File: src/rtl/alu_mult_seq_pkg.sv
// Shared ALU definitions: sequential multiplier state encoding and default operand width.
package alu_mult_seq_pkg;

    localparam int DEFAULT_WIDTH = 32;

    typedef enum logic [1:0] {
        ST_IDLE = 2'd0,
        ST_RUN  = 2'd1,
        ST_DONE = 2'd2
    } mult_state_e;

endpackage

File: src/rtl/alu_negate.sv
// Conditional two's-complement negation: result = neg ? -value : value.
module alu_negate #(
    parameter int WIDTH = 32
) (
    input  logic [WIDTH-1:0] value,
    input  logic             neg,
    output logic [WIDTH-1:0] result
);

    // The most-negative input maps to itself, which is the correct unsigned magnitude.
    assign result = neg ? (~value + WIDTH'(1)) : value;

endmodule

File: src/rtl/alu_mult_seq.sv
// Sequential shift-add multiplier: one multiplier bit per cycle, signed via sign-magnitude.
module alu_mult_seq
    import alu_mult_seq_pkg::*;
#(
    parameter int WIDTH = DEFAULT_WIDTH
) (
    input  logic               clk,
    input  logic               reset,
    input  logic               start,
    input  logic               is_signed,
    input  logic [WIDTH-1:0]   x,
    input  logic [WIDTH-1:0]   y,
    output logic [2*WIDTH-1:0] z,
    output logic               busy,
    output logic               done
);

    localparam int CNT_W = (WIDTH > 1) ? $clog2(WIDTH) : 1;

    mult_state_e        state;
    logic [CNT_W-1:0]   cnt;
    logic [WIDTH-1:0]   mcand;
    logic [WIDTH-1:0]   x_mag;
    logic [WIDTH-1:0]   y_mag;
    logic [2*WIDTH-1:0] acc;
    logic [2*WIDTH-1:0] acc_next;
    logic [2*WIDTH-1:0] z_fixed;
    logic [WIDTH:0]     sum;
    logic               sign;
    logic               capture;
    logic               last;

    assign capture = (state == ST_IDLE) && start;
    assign last    = (cnt == CNT_W'(WIDTH - 1));

    alu_negate #(.WIDTH(WIDTH)) u_neg_x (
        .value  (x),
        .neg    (is_signed & x[WIDTH-1]),
        .result (x_mag)
    );

    alu_negate #(.WIDTH(WIDTH)) u_neg_y (
        .value  (y),
        .neg    (is_signed & y[WIDTH-1]),
        .result (y_mag)
    );

    // acc = {partial product high half, remaining multiplier bits}; carry of the add shifts in.
    assign sum      = {1'b0, acc[2*WIDTH-1:WIDTH]} + (acc[0] ? {1'b0, mcand} : '0);
    assign acc_next = {sum, acc[WIDTH-1:1]};

    alu_negate #(.WIDTH(2*WIDTH)) u_neg_z (
        .value  (acc_next),
        .neg    (sign),
        .result (z_fixed)
    );

    always_ff @(posedge clk or posedge reset) begin
        if (reset) begin
            state <= ST_IDLE;
            cnt   <= '0;
            busy  <= 1'b0;
            done  <= 1'b0;
        end else begin
            done <= 1'b0;
            case (state)
                ST_IDLE: begin
                    if (start) begin
                        state <= ST_RUN;
                        cnt   <= '0;
                        busy  <= 1'b1;
                    end
                end
                ST_RUN: begin
                    if (last) begin
                        state <= ST_DONE;
                        busy  <= 1'b0;
                        done  <= 1'b1;
                    end else begin
                        cnt <= cnt + CNT_W'(1);
                    end
                end
                ST_DONE: begin
                    state <= ST_IDLE;
                end
                default: begin
                    state <= ST_IDLE;
                    busy  <= 1'b0;
                end
            endcase
        end
    end

    always_ff @(posedge clk or posedge reset) begin
        if (reset) begin
            mcand <= '0;
            acc   <= '0;
            sign  <= 1'b0;
        end else if (capture) begin
            mcand <= x_mag;
            acc   <= {{WIDTH{1'b0}}, y_mag};
            sign  <= is_signed & (x[WIDTH-1] ^ y[WIDTH-1]);
        end else if (state == ST_RUN) begin
            acc <= acc_next;
        end
    end

    // z only moves on the RUN->DONE edge, so it is stable for the ALU result mux otherwise.
    always_ff @(posedge clk or posedge reset) begin
        if (reset) begin
            z <= '0;
        end else if (state == ST_RUN && last) begin
            z <= z_fixed;
        end
    end

endmodule
File: config.mk
export PLATFORM = sky130hd
export DESIGN_NAME = alu_mult_seq
export DESIGN_NICKNAME = d
export VERILOG_FILES = /design/src/rtl/alu_mult_seq_pkg.sv /design/src/rtl/alu_negate.sv /design/src/rtl/alu_mult_seq.sv
export SDC_FILE = /design/constraint.sdc
export NUM_CORES = 1
export LEC_CHECK = 0
export CAP_MARGIN = 20
export CELL_PAD_IN_SITES_DETAIL_PLACEMENT = 1
export CELL_PAD_IN_SITES_GLOBAL_PLACEMENT = 2
export CORE_ASPECT_RATIO = 2
export CORE_UTILIZATION = 32
export CTS_BUF_LIST = sky130_fd_sc_hd__clkbuf_8
export DETAILED_ROUTE_END_ITERATION = 12
export PLACE_DENSITY_LB_ADDON = 0.1
export SETUP_SLACK_MARGIN = 0.3
export SYNTH_ARGS = -nofsm -noshare
export SYNTH_HDL_FRONTEND = slang
export SYNTH_SLANG_ARGS = --single-unit
File: constraint.sdc
create_clock -name clk -period 5.1 [get_ports clk]
set_input_delay 0.51 -clock clk [delete_from_list [all_inputs] [get_ports clk]]
set_output_delay 0.51 -clock clk [all_outputs]
set_load 0.03 [all_outputs]
==> results of run 1 <==
[cell usage in the layout, fill, tap and decap left out, drive strengths merged, types with 17 or more instances in the layout]
master | netlist | final
a21o | 18 | 18
a21oi | 46 | 46
a22o | 22 | 22
a22oi | 30 | 30
and2 | 45 | 45
buf | 7 | 23
clkbuf | 65 | 17
clkdlybuf4s50 | 0 | 133
dfrtp | 170 | 170
ha | 37 | 37
inv | 19 | 25
nand2 | 194 | 194
nor2 | 55 | 55
nor3 | 19 | 19
o21ai | 190 | 190
o31ai | 33 | 33
or3 | 17 | 17
xnor2 | 48 | 48
xor2 | 88 | 88
[path summary, 6_finish.rpt]
kind / slack (ps) / endpoint / cells past startpoint
worst max-delay path: 600 / z[62] / 14
worst min-delay path: 420 / z[40] / 2
worst max register to register: 600 / z[62] / 14
worst min register to register: 480 / mcand[30] / 2
max in group asynchronous: 3440 / acc[62] / 3
min in group clk: 480 / mcand[30] / 2
[stage by stage]
| stage | hold WS, ps | cell area (um2) | std cells | utilization (%) |
|---|---|---|---|---|
| after floorplan | 438 | 11300 | 1303 | - |
| after global placement | 456 | 13100 | 1831 | 37.6 |
| after detailed placement | 464 | 13100 | 1831 | 37.6 |
| after CTS | 410 | 13500 | 1863 | 38.6 |
| after global routing | 451 | 13500 | 1865 | 38.7 |
| final | 422 | 13500 | 1865 | 38.7 |
[final cells by class]
class,count,area (um2)
fillers,4121,21300
multi-input cells,1041,6720
flip-flops and latches,170,4260
repair buffers,156,1520
well taps,445,557
clock buffers,17,234
clock inverters,15,119
inverters,20,78.8
diodes,1,2.50
[what timing repair did]
action	4_1_cts	5_1_grt
gates resized for setup	1	3
setup endpoints to repair	2	8
pin swaps	0	1
buffers inserted	0	1
[cell families (layout without fill, tap and decap cells)]
group	count (synthesis)	after routing	share of synthesized area, %
compound gates	427	427	24.6
simple gates	433	433	19.1
other cells	0	1	0
flops	170	170	37.7
fa+ha+maj	38	38	4.28
xor+xnor	136	136	10.6
buf+inv	92	208	3.09
mux	7	7	0.654
[routing by layer]
layer	vias up	global-route usage (%)	wire (um)
li1	4902	-	-
met1	5104	21.1	13600
met2	166	46.8	23000
met3	66	2.90	891
met4	0	11.2	1830
met5	-	0	0
[critical path: cells and delay by family (launching register included)]
family / cells / cell delay (ps)
AO/OA/AOI/OAI: 5 / 1780
XOR/XNOR: 1 / 280
adder cells (fa/ha/maj): 1 / 420
buffers and inverters: 2 / 440
flip-flops: 1 / 410
multiplexers: 1 / 220
AND/OR/NAND/NOR: 4 / 820
[registers in the layout, summed over array words and instances (netlist names)]
name   count
acc       64
busy       1
cnt        5
done       1
mcand     32
sign       1
state      2
z         64
[power by group]
| part | switching (mW) | internal [mW] | total (mW) | leakage [nW] |
|---|---|---|---|---|
| sequential | 0.475 | 1.88 | 2.36 | 2.21 |
| combinational | 2.71 | 1.74 | 4.45 | 3.18 |
| clock | 0.585 | 0.346 | 0.932 | 0.180 |
==> results.cfg, run 1 <==
[clocking]
clk_path_buf_depth = 2
clk_latency_ps = 520
cts_made_buffers = 17
post_cts_clock_slew_at_the_launch_and_capture_registers_of_the_worst_setup_and_hold_paths_ps = 100
ctsHtreeMaxLevel = 4
cts-root-buf = sky130_fd_sc_hd__clkbuf_8
cts_hold_buffers = 0
tritoncts = done
clock_sinks = 170

[synthesis]
syn_area_um2 = 11300
ys_dominant_reg_cell = sky130_fd_sc_hd__dfrtp_1
synth_edf_count = 0
synth_top_cell_area_share_pct = 37.7
ys_ff_latch = 170
async_set_or_reset_flop_fraction_in_the_synthesized_netlist_pct = 100
synth_cell_types = 80
synth.yosys.seq_area_share_pct = 37.7
synth.area.top_cells = sky130_fd_sc_hd__dfrtp_1, sky130_fd_sc_hd__o21ai_0, sky130_fd_sc_hd__xor2_1
synth.net_count = 1409
synth_area_leader_cell = sky130_fd_sc_hd__dfrtp_1
synthMostInstantiatedCell = sky130_fd_sc_hd__nand2_1
post_synthesis_cells = 1303
yosysWarnings = 0
synth_area_per_cell_um2 = 8.66
synth.top_cells.by_count = sky130_fd_sc_hd__nand2_1, sky130_fd_sc_hd__o21ai_0, sky130_fd_sc_hd__dfrtp_1

[drt]
finalWirelength_um = 39400
detailedRoute.firstPassIterationCount = 8
route.detailed.drc = 2
initial_drc_count = 343
routed_len_inst_um = 21.1
antenna_violating_nets_post_route = 0
post_drt_via_cell_ratio = 5.49
detailroute.via_count = 10238

[die]
coreArea_um2 = 34800
pin_count = 134
die-width_um = 135
die_height_um = 268
initial_core_util_pct = 32.4
floorplan.die_area_um2 = 36100
num_rows = 97

[timing]
slew-limit-headroom_pct = 32.2
timing_worst_slew_pin_value_ps = 1010
grt_setup_unrepaired = no
totalNegativeSetupSlack_ps = 0
timing.final.crit_share_pct = 88.3
post_layout_minimum_cycle_time_ps = 4500
slew_viol_final = 0
setup_slack_ps = 595
worst_clock_skew_ps = 21.3
timing_hold_violations_final = 0
finalSetupViolCount = 0
max_clock_freq_ghz = 0.222

[global_route]
first_global_vias = 11067
grtUsageTotal_pct = 22.7
grt_max_degree = 145
global_route_wire_length_before_repair_um = 61700
grt.overflow.total = 0
grt_antenna_before_repair = 1

[finish]
area_growth_syn_to_layout_pct = 19.4
post_route_cells_drive_above_1_share_pct = 5.99
final_net_count = 1512

[placement]
buffer_ports.inserted = 133
place_hpwl_um = 30300
gp_routability_congestion = 0.843
dp_worst_setup_slack_ps = 258

[critical_path]
timing.critical_path.cells = buf_4 -> and2_1 -> ha_1 -> a21o_1 -> a221oi_4 -> o211a_2 -> xor2_1 -> o221ai_1 -> a2111oi_4 -> buf_4 -> nand3_1 -> nor4_1 -> mux2i_1 -> nand2_1
worst_setup_path_startpoint = acc[0]
critical_setup_path_kind = flip-flop to flip-flop
required_ps = 5500
critical-path-top-cell-by-count = sky130_fd_sc_hd__buf_4
critical-path-slowest-cell = sky130_fd_sc_hd__a221oi_4
worst_setup_path_start_kind = flip-flop
reg2reg_from = acc[0]
cp_data_arrival_time_ps = 4900
critical_path.endpoint_type = flip-flop
path_max_fanout = 30
critical_path.max_stage_delay_ps = 450

[pwr]
vdd_drop_max_mv = 0.180
post-layout-total-power_mw = 7.74
leak_nw = 5.57
p_per_area_nw_per_um2 = 574

[hold_path]
timing.hold.worst.class = primary input to async pin

[outcome]
failed_checks = design-rule violations
run_status = complete, but fails checks

[job]
cap_viol_max_count = 0
(Power assumes the default switching activity.)
==> run 2: changes to the inputs <==
--- a/config.mk
+++ b/config.mk
@@ -5,12 +5,10 @@
 export SDC_FILE = /design/constraint.sdc
 export NUM_CORES = 1
 export LEC_CHECK = 0
-export CAP_MARGIN = 20
 export CELL_PAD_IN_SITES_DETAIL_PLACEMENT = 1
 export CELL_PAD_IN_SITES_GLOBAL_PLACEMENT = 2
 export CORE_ASPECT_RATIO = 2
-export CORE_UTILIZATION = 32
-export CTS_BUF_LIST = sky130_fd_sc_hd__clkbuf_8
+export CORE_UTILIZATION = 31
 export DETAILED_ROUTE_END_ITERATION = 12
 export PLACE_DENSITY_LB_ADDON = 0.1
 export SETUP_SLACK_MARGIN = 0.3
==> results.cfg, run 2 (same netlist as run 1, synthesis figures left out) <==
[outcome]
run_status = completed

[clocking]
clock_sinks = 170
tritoncts = done
cts-root-buf = sky130_fd_sc_hd__clkbuf_16
clk_path_buf_depth = 2
cts_made_buffers = 17
ctsHtreeMaxLevel = 4
post_cts_clock_slew_at_the_launch_and_capture_registers_of_the_worst_setup_and_hold_paths_ps = 70
cts_hold_buffers = 0
clk_latency_ps = 460

[critical_path]
critical_path.max_stage_delay_ps = 620
worst_r2r_dst = z[57]
critical_setup_path_kind = flip-flop to flip-flop
required_ps = 5450
ff2ff_path_depth = 13
path_max_fanout = 21
critical_path.endpoint_type = flip-flop
reg2reg_from = acc[0]
cp_data_arrival_time_ps = 4840
timing.critical_path.cells = buf_4 -> and2_1 -> ha_1 -> a21o_1 -> a221oi_4 -> o211a_2 -> o21ai_0 -> xor2_1 -> a211oi_1 -> nand4_4 -> o31a_1 -> xnor2_1 -> mux2_2
timing.reg2reg.setup_slack_ps = 610
critical-path-slowest-cell = sky130_fd_sc_hd__a211oi_1
worst_setup_path_start_kind = flip-flop

[hold_path]
worst_hold_path_ep = mcand[27]
timing.hold.worst.start = mcand[27]
timing.hold.worst.class = flip-flop to flip-flop
timing.hold.worst_path_depth = 2

[finish]
fin_area_um2 = 13700
commonest_non_fill_non_tap_cell_in_the_layout = sky130_fd_sc_hd__nand2_1
top_library_cells_by_usage_in_the_layout_fill_and_taps_aside = sky130_fd_sc_hd__nand2_1, sky130_fd_sc_hd__o21ai_0, sky130_fd_sc_hd__dfrtp_1, sky130_fd_sc_hd__clkdlybuf4s50_1, sky130_fd_sc_hd__xor2_1
count_of_inserted_antenna_diode_cells = 0
final_net_count = 1513
area_growth_syn_to_layout_pct = 21.5
largestRegisters = acc (64), z (64), mcand (32)
post_route_cells_drive_above_1_share_pct = 6.06

[die]
die-width_um = 137
die_height_um = 272
num_rows = 98
pin_count = 134
coreArea_um2 = 35800
initial_core_util_pct = 31.5
floorplan.die_area_um2 = 37200

[global_route]
grt.overflow.total = 0
grt_antenna_before_repair = 0
grtUsageTotal_pct = 22.9
global_route_wire_length_before_repair_um = 63500
first_global_vias = 11174
grt_max_degree = 141

[pwr]
vdd_drop_max_mv = 0.240
leak_nw = 5.67
p_per_area_nw_per_um2 = 593

[timing]
timing_hold_violations_final = 0
timing.final.crit_share_pct = 88.1
grt_setup_unrepaired = no
slew-limit-headroom_pct = 43.9
timing_worst_slew_pin_value_ps = 842
max_clock_freq_ghz = 0.223
post_layout_minimum_cycle_time_ps = 4490
totalNegativeSetupSlack_ps = 0
finalSetupViolCount = 0
worst_clock_skew_ps = 12.1
slew_viol_final = 0

[placement]
buffer_ports.inserted = 133
place_hpwl_um = 30900
placement.cell_area_um2 = 13100
gp_routability_congestion = 0.872

[drt]
detailroute.via_count = 10113
post_drt_via_cell_ratio = 5.41
route.detailed.drc = 0
initial_drc_count = 382
routed_len_inst_um = 21.5
antenna_violating_nets_post_route = 0
finalWirelength_um = 40200
detailedRoute.firstPassIterationCount = 4

[job]
cap_viol_max_count = 0
run 2: cell count changes in the layout (fill, tap and decap cells not counted), sizes merged:
cell and delta:
inv -2, bufinv +1, clkinv -1, clkbuf +1
clkinvlp +1, diode -1, buf +1
run 2: worst max-delay path by stage:
| stage | startpoint | endpoint | slack [ps] | depth (start not counted) |
|---|---|---|---|---|
| floorplan | acc[0] | z[57] | 920 | 15 |
| global route | acc[0] | z[58] | 320 | 13 |
| CTS | acc[0] | z[62] | 370 | 13 |
| finish | acc[0] | z[57] | 610 | 13 |
| detailed placement | acc[0] | z[62] | 270 | 13 |
| global placement | acc[0] | z[62] | 350 | 13 |
run 2: worst max-delay path, delay by kind of cell (launching register included):
kind,cells,cell delay (ps)
flops,1,400
simple gates,2,400
fa+ha+maj,1,420
xor+xnor,2,390
buf+inv,1,210
mux,1,260
compound gates,6,2280
run 2: what timing repair did:
action                     4_1_cts  5_1_grt
gates resized for setup          1        2
setup endpoints to repair        1        8
pin swaps                        0        1
buffers inserted                 0        0
run 2: where the power goes:
part           total, mW  internal [mW]  switching, mW
Clock               1.33          0.695          0.630
Combinational       4.43           1.72           2.71
Sequential          2.37           1.88          0.488
Total               8.13           4.30           3.83
run 2: layer usage:
metal / global-route usage, % / part of all wire, % / vias to the layer above
met4: 11.0 / 4.3 / 0
met1: 21.6 / 35 / 5004
met5: 0 / 0 / -
li1: - / - / 4900
met2: 46.1 / 58 / 150
met3: 3.15 / 2.2 / 59
run 2: area by class of cell:
type | count | area, um2
clock buffer | 18 | 439
clock inverter | 14 | 136
fill | 4218 | 22100
inverter | 20 | 78.8
multi-input combinational | 1041 | 6720
sequential | 170 | 4260
tap | 450 | 563
timing repair buffer | 157 | 1520
run 2: per-stage QoR:
step	hold WS (ps)	setup WS [ps]	power (mW)	utilization, %	cells
final	474	608	8.13	38.3	1870
after global routing	492	321	8.76	38.3	1870
after CTS	480	369	8.24	38.3	1870
after detailed placement	463	275	6.87	36.7	1838
after global placement	455	352	6.79	36.7	1838
after floorplan	438	916	5.25	-	1303
==> run 3: changes to the inputs <==
--- a/config.mk
+++ b/config.mk
@@ -5,10 +5,11 @@
 export SDC_FILE = /design/constraint.sdc
 export NUM_CORES = 1
 export LEC_CHECK = 0
+export CAP_MARGIN = 20
 export CELL_PAD_IN_SITES_DETAIL_PLACEMENT = 1
 export CELL_PAD_IN_SITES_GLOBAL_PLACEMENT = 2
 export CORE_ASPECT_RATIO = 2
-export CORE_UTILIZATION = 31
+export CORE_UTILIZATION = 35
 export DETAILED_ROUTE_END_ITERATION = 12
 export PLACE_DENSITY_LB_ADDON = 0.1
 export SETUP_SLACK_MARGIN = 0.3
==> constraint.sdc (replaced) <==
create_clock -name clk -period 4.5 [get_ports clk]
set_input_delay 0.45 -clock clk [delete_from_list [all_inputs] [get_ports clk]]
set_output_delay 0.45 -clock clk [all_outputs]
set_load 0.03 [all_outputs]
==> results.cfg, run 3 (same netlist as run 1, synthesis figures left out) <==
[job]
cap_viol_max_count = 0

[placement]
gp_routability_congestion = 0.852
buffer_ports.inserted = 133
place_hpwl_um = 29600

[drt]
post_drt_via_cell_ratio = 5.54
finalWirelength_um = 38800
route.detailed.drc = 0
detailedRoute.firstPassIterationCount = 4
detailroute.via_count = 10296
initial_drc_count = 450
antenna_violating_nets_post_route = 0
routed_len_inst_um = 20.9

[timing]
finalSetupViolCount = 0
timing.final.crit_share_pct = 89.7
totalNegativeSetupSlack_ps = 0
slew_viol_final = 0
holdWs_ps = 477
max_clock_freq_ghz = 0.248
slew-limit-headroom_pct = 28.1
worst_clock_skew_ps = 11.1
grt_setup_unrepaired = no
post_layout_minimum_cycle_time_ps = 4040
timing_worst_slew_pin_value_ps = 1080
timing_hold_violations_final = 0

[die]
floorplan.die_area_um2 = 33000
die-width_um = 129
pin_count = 134
num_rows = 92
die_height_um = 256
coreArea_um2 = 31700
initial_core_util_pct = 35.7

[finish]
multi_input_comb_area_um2 = 6900
commonest_non_fill_non_tap_cell_in_the_layout = sky130_fd_sc_hd__nand2_1
top_library_cells_by_usage_in_the_layout_fill_and_taps_aside = sky130_fd_sc_hd__nand2_1, sky130_fd_sc_hd__o21ai_0, sky130_fd_sc_hd__dfrtp_1, sky130_fd_sc_hd__clkdlybuf4s50_1, sky130_fd_sc_hd__xor2_1
layout.area.seq_um2 = 4260
post_route_cells_drive_above_1_share_pct = 9.19
final_net_count = 1532
fill_cells = 3715
largestRegisters = acc (64), z (64), mcand (32)
area_growth_syn_to_layout_pct = 23.7

[global_route]
grt.overflow.total = 0
grt_max_degree = 171
first_global_vias = 10977
fraction_of_met2_tracks_used_by_global_routing_pct = 48.9
busiest_layer = met2
global_route_wire_length_before_repair_um = 60800
grt_util_met1_pct = 23.6
grtUsageTotal_pct = 24.5
grt_use_met3_pct = 4.06
grt_antenna_before_repair = 0

[pwr]
leak_nw = 5.76
p_per_area_nw_per_um2 = 671
vdd_drop_max_mv = 0.359

[clocking]
cts-root-buf = sky130_fd_sc_hd__clkbuf_16
tritoncts = done
clk_path_buf_depth = 2
ctsHtreeMaxLevel = 4
cts_hold_buffers = 0
clock_sinks = 170
cts_made_buffers = 17
post_cts_clock_slew_at_the_launch_and_capture_registers_of_the_worst_setup_and_hold_paths_ps = 60
clk_latency_ps = 450

[critical_path]
required_ps = 4800
cp_data_arrival_time_ps = 4340
path_max_fanout = 7
critical_setup_path_kind = flip-flop to flip-flop
timing.reg2reg.setup_slack_ps = 460
worst_setup_path_start_kind = flip-flop
critical_path.endpoint_type = flip-flop

[hold_path]
timing.hold.worst.class = flip-flop to flip-flop

[outcome]
run_status = completed
==> run 3: path summary, 6_finish.rpt <==
path / startpoint / end / depth (start not counted)
min: mcand[28] / mcand[28] / 2
min reg2reg: mcand[28] / mcand[28] / 2
max: acc[0] / z[52] / 16
max reg2reg: acc[0] / z[52] / 16
min in group asynchronous: reset / z[40] / 3
max in group asynchronous: reset / z[47] / 3
==> run 3: area by class of cell <==
cell class                      instances  share of cell area, %
Clock inverter                          7                  0.332
Clock buffer                           22                   3.40
Inverter                               20                  0.564
Antenna cell                            1                 0.0179
Timing Repair Buffer                  176                   12.0
Sequential cell                       170                   30.5
Multi-Input combinational cell       1041                   49.4
Tap cell                              423                   3.79
==> run 3: report_power, final <==
group | switching (mW) | internal (mW)
clock | 0.626 | 0.738
sequential | 0.568 | 2.14
combinational | 3.14 | 2.16
total | 4.33 | 5.03
==> run 3: critical path, stage by stage (launching register included) <==
cell and delay, ps:
sky130_fd_sc_hd__dfrtp_1 400, sky130_fd_sc_hd__and2_1 150, sky130_fd_sc_hd__ha_2 200, sky130_fd_sc_hd__fa_2 380, sky130_fd_sc_hd__a21o_4 260, sky130_fd_sc_hd__a221oi_4 250, sky130_fd_sc_hd__buf_6 170, sky130_fd_sc_hd__xnor2_1 80
sky130_fd_sc_hd__o21bai_2 210, sky130_fd_sc_hd__or4b_4 550, sky130_fd_sc_hd__buf_6 170, sky130_fd_sc_hd__nor4_2 250, sky130_fd_sc_hd__nand3_1 180, sky130_fd_sc_hd__buf_4 190, sky130_fd_sc_hd__o31ai_2 230, sky130_fd_sc_hd__xnor2_1 140
sky130_fd_sc_hd__o21ai_1 70
==> run 3: stage by stage <==
stage                     instance area, um2  std cells  setup WS (ps)  power (mW)  utilization [%]
final                                  14000       1860            462        9.37             44.1
after global routing                   14000       1859            308        10.1             44.1
after CTS                              13700       1853            301        9.31             43.4
after detailed placement               13200       1823            139        7.86             41.7
after global placement                 13200       1823            238        7.75             41.7
after floorplan                        11300       1303            316        5.95                -
==> run 3: metal layers <==
layer | vias up | wire length, um
met5 | - | 0
met1 | 5086 | 13800
li1 | 4950 | -
met4 | 0 | 1510
met3 | 69 | 1040
met2 | 191 | 22500
==> run 3: what timing repair did <==
item	CTS	global route
buffers inserted	1	6
resized for setup	8	44
setup endpoints to repair	14	18
pin swaps	2	11
